**src/rtl/alu_issue.sv**
```systemverilog
// Issue/result sequencer around a 1-cycle registered ALU, with credit-based in-order result FIFO.
// Optional performance counters are enabled by defining ALU_ISSUE_PERF_EN.
module alu_issue #(
    parameter int XLEN          = 32,
    parameter int ALUCTRL_WIDTH = 4,
    parameter int RES_DEPTH     = 4
) (
    input  logic                     clk,
    input  logic                     rst,
    input  logic                     in_valid_i,
    output logic                     in_ready_o,
    input  logic [ALUCTRL_WIDTH-1:0] in_op_i,
    input  logic [XLEN-1:0]          in_rs1_val_i,
    input  logic [XLEN-1:0]          in_rs2_val_i,
    input  logic [XLEN-1:0]          in_imm_i,
    input  logic                     in_use_imm_i,
    input  logic [4:0]               in_rd_i,
    output logic [XLEN-1:0]          alu_a_o,
    output logic [XLEN-1:0]          alu_b_o,
    output logic [ALUCTRL_WIDTH-1:0] aluctrl_o,
    input  logic [XLEN-1:0]          alu_out_i,
    output logic                     res_valid_o,
    input  logic                     res_ready_i,
    output logic [XLEN-1:0]          res_data_o,
    output logic [4:0]               res_rd_o
`ifdef ALU_ISSUE_PERF_EN
    ,
    output logic [31:0]              perf_issued_o,
    output logic [31:0]              perf_stall_o
`endif
);

    localparam int PW = (RES_DEPTH > 1) ? $clog2(RES_DEPTH) : 1;
    localparam int CW = $clog2(RES_DEPTH + 1);
    localparam logic [PW-1:0] PTR_LAST   = PW'(RES_DEPTH - 1);
    localparam logic [CW-1:0] COUNT_FULL = CW'(RES_DEPTH);
    localparam logic [CW:0]   CREDIT_MAX = (CW + 1)'(RES_DEPTH);

    // S1: ALU input registers and tag of the op the ALU is sampling
    logic                     s1_v_q, s1_v_d;
    logic [4:0]               s1_rd_q, s1_rd_d;
    logic [XLEN-1:0]          alu_a_q, alu_a_d;
    logic [XLEN-1:0]          alu_b_q, alu_b_d;
    logic [ALUCTRL_WIDTH-1:0] aluctrl_q, aluctrl_d;

    // S2: op whose result is on alu_out_i
    logic                     s2_v_q, s2_v_d;
    logic [4:0]               s2_rd_q, s2_rd_d;

    // Result FIFO with a registered copy of the head entry
    logic [XLEN-1:0]          mem_data [RES_DEPTH];
    logic [4:0]               mem_rd   [RES_DEPTH];
    logic [PW-1:0]            wr_ptr_q, wr_ptr_d;
    logic [PW-1:0]            rd_ptr_q, rd_ptr_d;
    logic [CW-1:0]            count_q, count_d;
    logic [XLEN-1:0]          head_data_q, head_data_d;
    logic [4:0]               head_rd_q, head_rd_d;

    logic                     accept;
    logic                     push;
    logic                     pop;
    logic [CW:0]              credit_used;
    logic [PW-1:0]            rd_ptr_inc;
    logic [PW-1:0]            wr_ptr_inc;

    function automatic logic [PW-1:0] ptr_inc(input logic [PW-1:0] p);
        return (p == PTR_LAST) ? '0 : p + PW'(1);
    endfunction

    assign credit_used = (CW + 1)'(s1_v_q) + (CW + 1)'(s2_v_q) + (CW + 1)'(count_q);
    assign in_ready_o  = credit_used < CREDIT_MAX;
    assign res_valid_o = (count_q != '0);

    assign accept      = in_valid_i && in_ready_o;
    assign push        = s2_v_q;
    assign pop         = res_valid_o && res_ready_i;
    assign rd_ptr_inc  = ptr_inc(rd_ptr_q);
    assign wr_ptr_inc  = ptr_inc(wr_ptr_q);

    always_comb begin
        alu_a_d     = alu_a_q;
        alu_b_d     = alu_b_q;
        aluctrl_d   = aluctrl_q;
        s1_rd_d     = s1_rd_q;
        s1_v_d      = accept;
        s2_v_d      = s1_v_q;
        s2_rd_d     = s1_rd_q;
        wr_ptr_d    = wr_ptr_q;
        rd_ptr_d    = rd_ptr_q;
        count_d     = count_q;
        head_data_d = head_data_q;
        head_rd_d   = head_rd_q;

        if (accept) begin
            alu_a_d   = in_rs1_val_i;
            alu_b_d   = in_use_imm_i ? in_imm_i : in_rs2_val_i;
            aluctrl_d = in_op_i;
            s1_rd_d   = in_rd_i;
        end

        if (push) begin
            wr_ptr_d = wr_ptr_inc;
        end
        if (pop) begin
            rd_ptr_d = rd_ptr_inc;
        end

        case ({push, pop})
            2'b10:   count_d = count_q + CW'(1);
            2'b01:   count_d = count_q - CW'(1);
            default: count_d = count_q;
        endcase

        // The head register must show the oldest entry right after the edge that makes it oldest.
        if (push && ((count_q == '0) || ((count_q == CW'(1)) && pop))) begin
            head_data_d = alu_out_i;
            head_rd_d   = s2_rd_q;
        end else if (pop && (count_q > CW'(1))) begin
            head_data_d = mem_data[rd_ptr_inc];
            head_rd_d   = mem_rd[rd_ptr_inc];
        end
    end

    always_ff @(posedge clk) begin
        if (rst) begin
            s1_v_q      <= 1'b0;
            s1_rd_q     <= '0;
            alu_a_q     <= '0;
            alu_b_q     <= '0;
            aluctrl_q   <= '0;
            s2_v_q      <= 1'b0;
            s2_rd_q     <= '0;
            wr_ptr_q    <= '0;
            rd_ptr_q    <= '0;
            count_q     <= '0;
            head_data_q <= '0;
            head_rd_q   <= '0;
        end else begin
            s1_v_q      <= s1_v_d;
            s1_rd_q     <= s1_rd_d;
            alu_a_q     <= alu_a_d;
            alu_b_q     <= alu_b_d;
            aluctrl_q   <= aluctrl_d;
            s2_v_q      <= s2_v_d;
            s2_rd_q     <= s2_rd_d;
            wr_ptr_q    <= wr_ptr_d;
            rd_ptr_q    <= rd_ptr_d;
            count_q     <= count_d;
            head_data_q <= head_data_d;
            head_rd_q   <= head_rd_d;
        end
    end

    always_ff @(posedge clk) begin
        if (push && !rst) begin
            mem_data[wr_ptr_q] <= alu_out_i;
            mem_rd[wr_ptr_q]   <= s2_rd_q;
        end
    end

    assign alu_a_o    = alu_a_q;
    assign alu_b_o    = alu_b_q;
    assign aluctrl_o  = aluctrl_q;
    assign res_data_o = head_data_q;
    assign res_rd_o   = head_rd_q;

`ifdef ALU_ISSUE_PERF_EN
    logic [31:0] perf_issued_q, perf_issued_d;
    logic [31:0] perf_stall_q, perf_stall_d;

    always_comb begin
        perf_issued_d = perf_issued_q;
        perf_stall_d  = perf_stall_q;
        if (accept) begin
            perf_issued_d = perf_issued_q + 32'd1;
        end
        if (in_valid_i && !in_ready_o) begin
            perf_stall_d = perf_stall_q + 32'd1;
        end
    end

    always_ff @(posedge clk) begin
        if (rst) begin
            perf_issued_q <= '0;
            perf_stall_q  <= '0;
        end else begin
            perf_issued_q <= perf_issued_d;
            perf_stall_q  <= perf_stall_d;
        end
    end

    assign perf_issued_o = perf_issued_q;
    assign perf_stall_o  = perf_stall_q;
`endif

`ifndef SYNTHESIS
    // Credit accounting makes this unreachable; firing means the credit logic is broken.
    push_into_full_a: assert property (@(posedge clk) disable iff (rst)
        !(push && (count_q == COUNT_FULL)));
`endif

endmodule
```
**config.mk**
```make
export PLATFORM = sky130hd
export DESIGN_NAME = alu_issue
export DESIGN_NICKNAME = d
export VERILOG_FILES = /design/src/rtl/alu_issue.sv
export SDC_FILE = /design/constraint.sdc
export NUM_CORES = 1
export LEC_CHECK = 0
export ABC_AREA = 0
export BUFFER_PORTS_ARGS = -buffer_cell sky130_fd_sc_hd__buf_2
export CAP_MARGIN = 20
export CORE_MARGIN = 1.5
export CORE_UTILIZATION = 48
export DETAILED_ROUTE_END_ITERATION = 12
export MAX_ROUTING_LAYER = met4
export PLACE_DENSITY = 0.75
export SYNTH_ARGS = -nofsm -noshare
export SYNTH_HDL_FRONTEND = slang
export SYNTH_SLANG_ARGS = --single-unit
```
**constraint.sdc**
```tcl
create_clock -name clk -period 1.9 [get_ports clk]
set_clock_uncertainty 0.15 [all_clocks]
set_input_delay 0 -clock clk [delete_from_list [all_inputs] [get_ports clk]]
set_output_delay 0 -clock clk [all_outputs]
set_load 0.02 [all_outputs]
```
==> results of run 1 <==
metrics by stage:
step / total power, mW / hold slack, ps / area, um2
2_1_floorplan: 9.58 / -51.1 / 10600
3_3_place_gp: 10.9 / 78.3 / 12400
3_5_place_dp: 11.0 / 81.1 / 12400
4_1_cts: 17.1 / 69.5 / 14900
5_1_grt: 18.4 / 90.6 / 15500
6_report: 17.7 / 87.5 / 15500
kinds of logic (layout without fill, tap and decap cells):
group,Yosys count,in the layout,share of synthesized area
DFF,272,272,0.655
AOI/OAI and AO/OA,157,158,0.100
buffers and inverters,93,540,0.0405
and+or+nand+nor,204,204,0.0793
other,0,2,0
adders and majority gates,11,11,0.0130
xor gates and xnor gates,2,2,0.00166
muxes,102,102,0.111
per-layer routing:
| metal | vias to the layer above | share of wire | track usage |
|---|---|---|---|
| met5 | - | 0 | - |
| met3 | 87 | 0.073 | 0.0518 |
| met2 | 385 | 0.52 | 0.434 |
| li1 | 3889 | - | - |
| met4 | 0 | 0.031 | 0.0942 |
| met1 | 4073 | 0.38 | 0.287 |
cell type report:
type / count / area, um2
repair buffers: 449 / 3440
clock buffers: 36 / 762
multi-input cells: 477 / 3620
well taps: 280 / 350
diodes: 2 / 5.00
inverters: 39 / 149
fillers: 1378 / 6220
clock inverters: 16 / 210
flip-flops and latches: 272 / 6930
power by group through the flow:
stage	Clock [mW]	Sequential, mW	Combinational [mW]
detailed placement	0	6.97	3.98
CTS	5.82	6.86	4.39
floorplan	0	7.36	2.23
finish	5.77	6.90	5.01
global placement	0	6.96	3.89
global route	6.08	6.94	5.35
layout by cell type (no fill, tap or decap), types with 7 or more instances in the layout:
cell | Yosys | final
buf_2 | 30 | 247
clkinv_2 | 0 | 7
nor2_1 | 71 | 64
mux2_2 | 18 | 18
a21oi_2 | 2 | 21
mux2_4 | 10 | 10
inv_1 | 39 | 37
dfxtp_1 | 124 | 122
mux2i_1 | 65 | 65
a211oi_1 | 33 | 19
buf_6 | 5 | 16
a211oi_2 | 0 | 13
nand2_1 | 106 | 98
nor2_2 | 0 | 7
buf_12 | 0 | 12
buf_4 | 1 | 26
dlygate4sd3_1 | 0 | 140
a21oi_1 | 71 | 51
edfxtp_1 | 148 | 148
clkbuf_16 | 0 | 36
o221ai_1 | 31 | 23
o221ai_2 | 0 | 8
worst reg2reg max path, stage by stage, from the launching register on:
cell and delay, ps:
dfxtp_2 340, buf_6 120, ha_4 270, a21oi_4 50, buf_4 160, o21a_4 250
clkbuf_16 210, a211oi_1 320
final timing paths:
check / cells past startpoint / slack (ps) / to
max: 7 / -80 / alu_b_o[21]$_SDFFE_PP0P_
min: 2 / 90 / mem_data[2][28]$_DFFE_PP_
max reg2reg: 7 / -80 / alu_b_o[21]$_SDFFE_PP0P_
min reg2reg: 2 / 310 / aluctrl_o[3]$_SDFFE_PP0P_
sequential cells by signal, indices dropped and copies added, names as in the netlist:
register	flops
alu_a_o	32
alu_b_o	32
aluctrl_o	4
count_q	3
mem_data	128
mem_rd	20
push	1
rd_ptr_q	2
res_data_o	32
res_rd_o	5
s1_rd_q	5
s1_v_q	1
s2_rd_q	5
wr_ptr_q	2
what timing repair did:
action                     4_1_cts  5_1_grt
setup buffers                    5        5
gates resized for setup         15       84
gates cloned                     0       11
hold endpoints to repair       247        0
pin swaps                        6       28
setup endpoints to repair       18      109
hold buffers                   140        0
==> qor.yml, run 1 <==
routing:
  first_pass_iters: 5
  drt-wirelength-per-cell_um: 19.8
  drt_wl_total_mm: 31.1
  drt-initial-drc-count: 422
  vias: 8434
  viasPerCell: 5.37
  drc_errors: 0
  antenna_left: 0
timing:
  slew_headroom: 0.521
  finalCritPeriodShare: 1.04
  worst_slack_ps: -77.6
  worst_pin_slew_ps: 719
  final.setup.tns_ps: -1430
  hold_violations: 0
  final.min_clock_period_ps: 1980
  maxSlewViolCount: 0
  fmax_ghz: 0.506
  setup_viol: 36
  rsz0062_at_grt: "yes"
global_routing:
  grt_pass1_wl_mm: 43.2
  grt_antenna_before_repair: 2
  grt_pass1_vias: 8612
  grt_max_degree: 53
  track_usage: 0.251
  grt-ovfl-total: 0
setup_path:
  critPathSlowestCell: "dfxtp_2"
  crit_type: "register to register"
  crit_buf_inv: 3
  path_cells: "buf_6 -> ha_4 -> a21oi_4 -> buf_4 -> o21a_4 -> clkbuf_16 -> a211oi_1"
  critPathMaxStageDelay_ps: 340
  crit_family: "compound AO/OA/AOI/OAI gates"
  cp-end-kind: "register"
  r2r-start: "count_q[0]$_SDFFE_PP0P_"
  critPathLaunch: "count_q[0]$_SDFFE_PP0P_"
  worstPathArrival_ps: 2240
  cp-start-kind: "register"
  cp.required_ps: 2170
  cp_max_fo: 19
clocking:
  path_clk_slew_ps: 70
  clock-sinks: 272
  clockRootBuffer: "clkbuf_16"
  htree_levels: 1
  clkLatencyLatePin_ps: 530
  cts_tree: "done"
  cts_buffers: 28
  clock_path_buffers: 3
floorplan:
  io_pins: 249
  fp.dieW_um: 151
  die_h_um: 151
  rows: 54
  core-area_mm2: 0.0217
  fp.dieArea_mm2: 0.0229
  start_util: 0.488
placement:
  io_buffer_count: 248
  hpwlAfterDp_mm: 16.0
  place_inst: 1357
  place_ws_ps: -22.9
  place_congestion: 0.804
power_and_ir_drop:
  p_leak_nw: 6.28
  combPwrFrac: 0.283
  vdd_drop_max_mv: 0.731
  power_density_mw_per_mm2: 1140
  p_sw_mw: 5.25
  p_int_mw: 12.4
  seqPwrFrac: 0.390
  swShare: 0.297
  p_clk_frac: 0.326
finish:
  fin_nets: 1420
  fin_util: 0.713
  instances_no_fill: 1571
  drive_gt1_frac: 0.365
  syn_to_final_growth_pct: 46.3
yosys:
  synthCells: 841
  synth_edf_count: 148
  synth_common_cells: "edfxtp_1 (148), dfxtp_1 (124), nand2_1 (106), a21oi_1 (71), nor2_1 (71)"
  yosysMostFrequentCell: "edfxtp_1"
  ys_ff_latch: 272
  synth_warnings: 0
  syn_area_mm2: 0.0106
  syn_nets: 994
  synth.top_cell.area_share: 0.420
  yosysTopAreaCell: "edfxtp_1"
  yosysSeqAreaShare: 0.655
  synth_ff_type: "edfxtp_1"
  ys_types: 42
  synth_area_per_cell_um2: 12.6
  yosys-top-cells-area: "edfxtp_1 (42%), dfxtp_1 (23%), mux2i_1 (6.2%), nand2_1 (3.8%), a21oi_1 (3.4%)"
  synthArstFlopShare: 0
job:
  drv_cap: 0
hold_path:
  hp-start: "alu_out_i[28]"
  hold_path.class: "input pin to register"
status:
  status: "finished with violations"
  failed_checks: "negative setup slack"
No activity file was read; power rests on OpenSTA's default activity.
==> inputs of run 2 (changes only) <==
--- a/config.mk
+++ b/config.mk
@@ -13,6 +13,7 @@
 export DETAILED_ROUTE_END_ITERATION = 12
 export MAX_ROUTING_LAYER = met4
 export PLACE_DENSITY = 0.75
+export REMOVE_ABC_BUFFERS = 1
 export SYNTH_ARGS = -nofsm -noshare
 export SYNTH_HDL_FRONTEND = slang
 export SYNTH_SLANG_ARGS = --single-unit
==> run 2 against run 1 <==
Effect of this change:
- the run still ends with negative setup slack left
- sequential cell count is the same
- wire length shrank 1.2%
- critical path depth grew 1
- maximum frequency shrank 0.16%
- total power shrank 2.5%
- die area is the same
- utilization shrank 0.85 points
- largest cell class unchanged
- largest power group unchanged
- highest routed layer unchanged
==> qor.yml, run 2 (synthesis results as in run 1) <==
clocking:
  path_clk_slew_ps: 60  # about the same
  clkLatencyLatePin_ps: 540  # about the same
  clock-sinks: 272  # unchanged
  clockRootBuffer: "clkbuf_16"
  htree_levels: 1  # unchanged
  cts_tree: "done"
  cts_buffers: 28  # unchanged
  clock_path_buffers: 3  # unchanged
global_routing:
  grtUsageMet3: 0.0554  # +0.00361
  grt_use_met1: 0.282  # -0.00434
  grt_use_met2: 0.431  # -0.00250
  busiest_layer: "met2"
  grt_max_degree: 47  # -11%
  track_usage: 0.250  # -0.000505
  grt-ovfl-total: 0  # unchanged
  grt_pass1_wl_mm: 42.8  # -0.89%
  grt_antenna_before_repair: 5  # +3
  grt_pass1_vias: 8451  # -1.9%
status:
  failed_checks: "negative setup slack"
  status: "finished with violations"
setup_path:
  crit_type: "register to register"
  worstPathArrival_ps: 2240  # about the same
  critPathSlowestCell: "dfxtp_2"
  critPathMaxStageDelay_ps: 320  # -20 ps
  cp.required_ps: 2160  # about the same
  cp-start-kind: "register"
  path_cells: "buf_6 -> ha_4 -> a21oi_2 -> buf_4 -> o21a_4 -> buf_6 -> nor2_1 -> a211oi_1"
  crit_family: "compound AO/OA/AOI/OAI gates"
  cp_max_fo: 9  # -10
  cp-end-kind: "register"
  cp_common_cell: "buf_6"
  crit_buf_inv: 3  # unchanged
power_and_ir_drop:
  p_total_mw: 17.2  # -2.5%
  p_leak_nw: 6.21  # -1.1%
  vdd_drop_max_mv: 0.716  # -2.1%
  power_density_mw_per_mm2: 1130  # -1.3%
floorplan:
  core-area_mm2: 0.0217  # unchanged
  io_pins: 249  # unchanged
  fp.dieArea_mm2: 0.0229  # unchanged
  start_util: 0.488  # unchanged
  die_h_um: 151  # unchanged
  fp.dieW_um: 151  # unchanged
  rows: 54  # unchanged
finish:
  mostFrequentLayoutCell: "buf_2"
  final_cell_area_mm2: 0.0153  # -1.2%
  mostFrequentLayoutCells: "buf_2 (247), edfxtp_1 (148), dlygate4sd3_1 (140)"
  fin_nets: 1414  # -0.42%
  regMostFlops: "mem_data"
  drive_gt1_frac: 0.353  # -0.0123
  syn_to_final_growth_pct: 44.5
  fin_util: 0.705  # -0.00848
  largest_reg_flops: 128  # unchanged
  instances_no_fill: 1568  # -0.19%
timing:
  worst_pin_slew_ps: 593  # -125 ps
  fmax_ghz: 0.505  # -0.16%
  final.min_clock_period_ps: 1980  # +3.12 ps
  maxSlewViolCount: 0  # unchanged
  hold_violations: 0  # unchanged
  holdWs_ps: 82.4  # -5.14 ps
  rsz0062_at_grt: "yes"
  setup_viol: 18  # -50%
  slew_headroom: 0.604  # +0.0836
  worst_slack_ps: -80.7  # -3.12 ps
  finalCritPeriodShare: 1.04  # +0.00164
placement:
  hpwlAfterDp_mm: 16.2  # +1.6%
  placed_area_mm2: 0.0124  # +0.15%
  io_buffer_count: 248  # unchanged
  place_inst: 1358  # +0.074%
  place_congestion: 0.815  # +1.3%
routing:
  viasPerCell: 5.40  # +0.57%
  drt_wl_total_mm: 30.8  # -1.2%
  drt-wirelength-per-cell_um: 19.6  # -1.0%
  drt-initial-drc-count: 498  # +18%
  vias: 8466  # +0.38%
  drc_errors: 0  # unchanged
  antenna_left: 0  # unchanged
  first_pass_iters: 4  # -1
job:
  drv_cap: 0  # unchanged
hold_path:
  hold_path.class: "input pin to register"
run 2: worst paths after layout:
| check | start | to | slack (ps) | cells after the start |
|---|---|---|---|---|
| worst max-delay path | count_q[0]$_SDFFE_PP0P_ | alu_b_o[9]$_SDFFE_PP0P_ | -80 | 8 |
| worst min-delay path | alu_out_i[20] | mem_data[2][20]$_DFFE_PP_ | 80 | 2 |
| worst max register to register | count_q[0]$_SDFFE_PP0P_ | alu_b_o[9]$_SDFFE_PP0P_ | -80 | 8 |
| worst min register to register | alu_a_o[3]$_SDFFE_PP0P_ | alu_a_o[3]$_SDFFE_PP0P_ | 310 | 2 |
run 2: final cells by class:
cell class,count,area [um2]
inverters,39,149
multi-input cells,477,3600
clock buffers,43,812
clock inverters,9,92.6
repair buffers,443,3350
well taps,280,350
flip-flops and latches,272,6930
diodes,5,12.5
fillers,1417,6400
run 2: per-layer routing:
layer | vias to the layer above | part of all wire
met5 | - | 0
met4 | 0 | 0.047
met3 | 134 | 0.080
met2 | 443 | 0.50
met1 | 4002 | 0.37
li1 | 3887 | -
run 2: power breakdown:
group          switching, mW  internal, mW  total (mW)
sequential             0.267          6.63        6.90
combinational           2.69          2.26        4.95
clock                   2.18          3.20        5.38
total                   5.15          12.1        17.2
run 2: metrics by stage:
step / setup slack, ps / TNS, ps
after floorplan: -2010 / -167220
after global routing: -100 / -3120
after detailed placement: -16.4 / -101
after CTS: -1.30 / -1.30
final: -80.7 / -397
after global placement: 24.6 / 0
run 2: timing repair:
item	CTS	global route
gates cloned	0	6
endpoints found under the hold margin	252	0
setup buffers	4	4
hold buffers	141	0
pin swaps	4	31
resized for setup	15	71
endpoints found under the setup margin	39	107
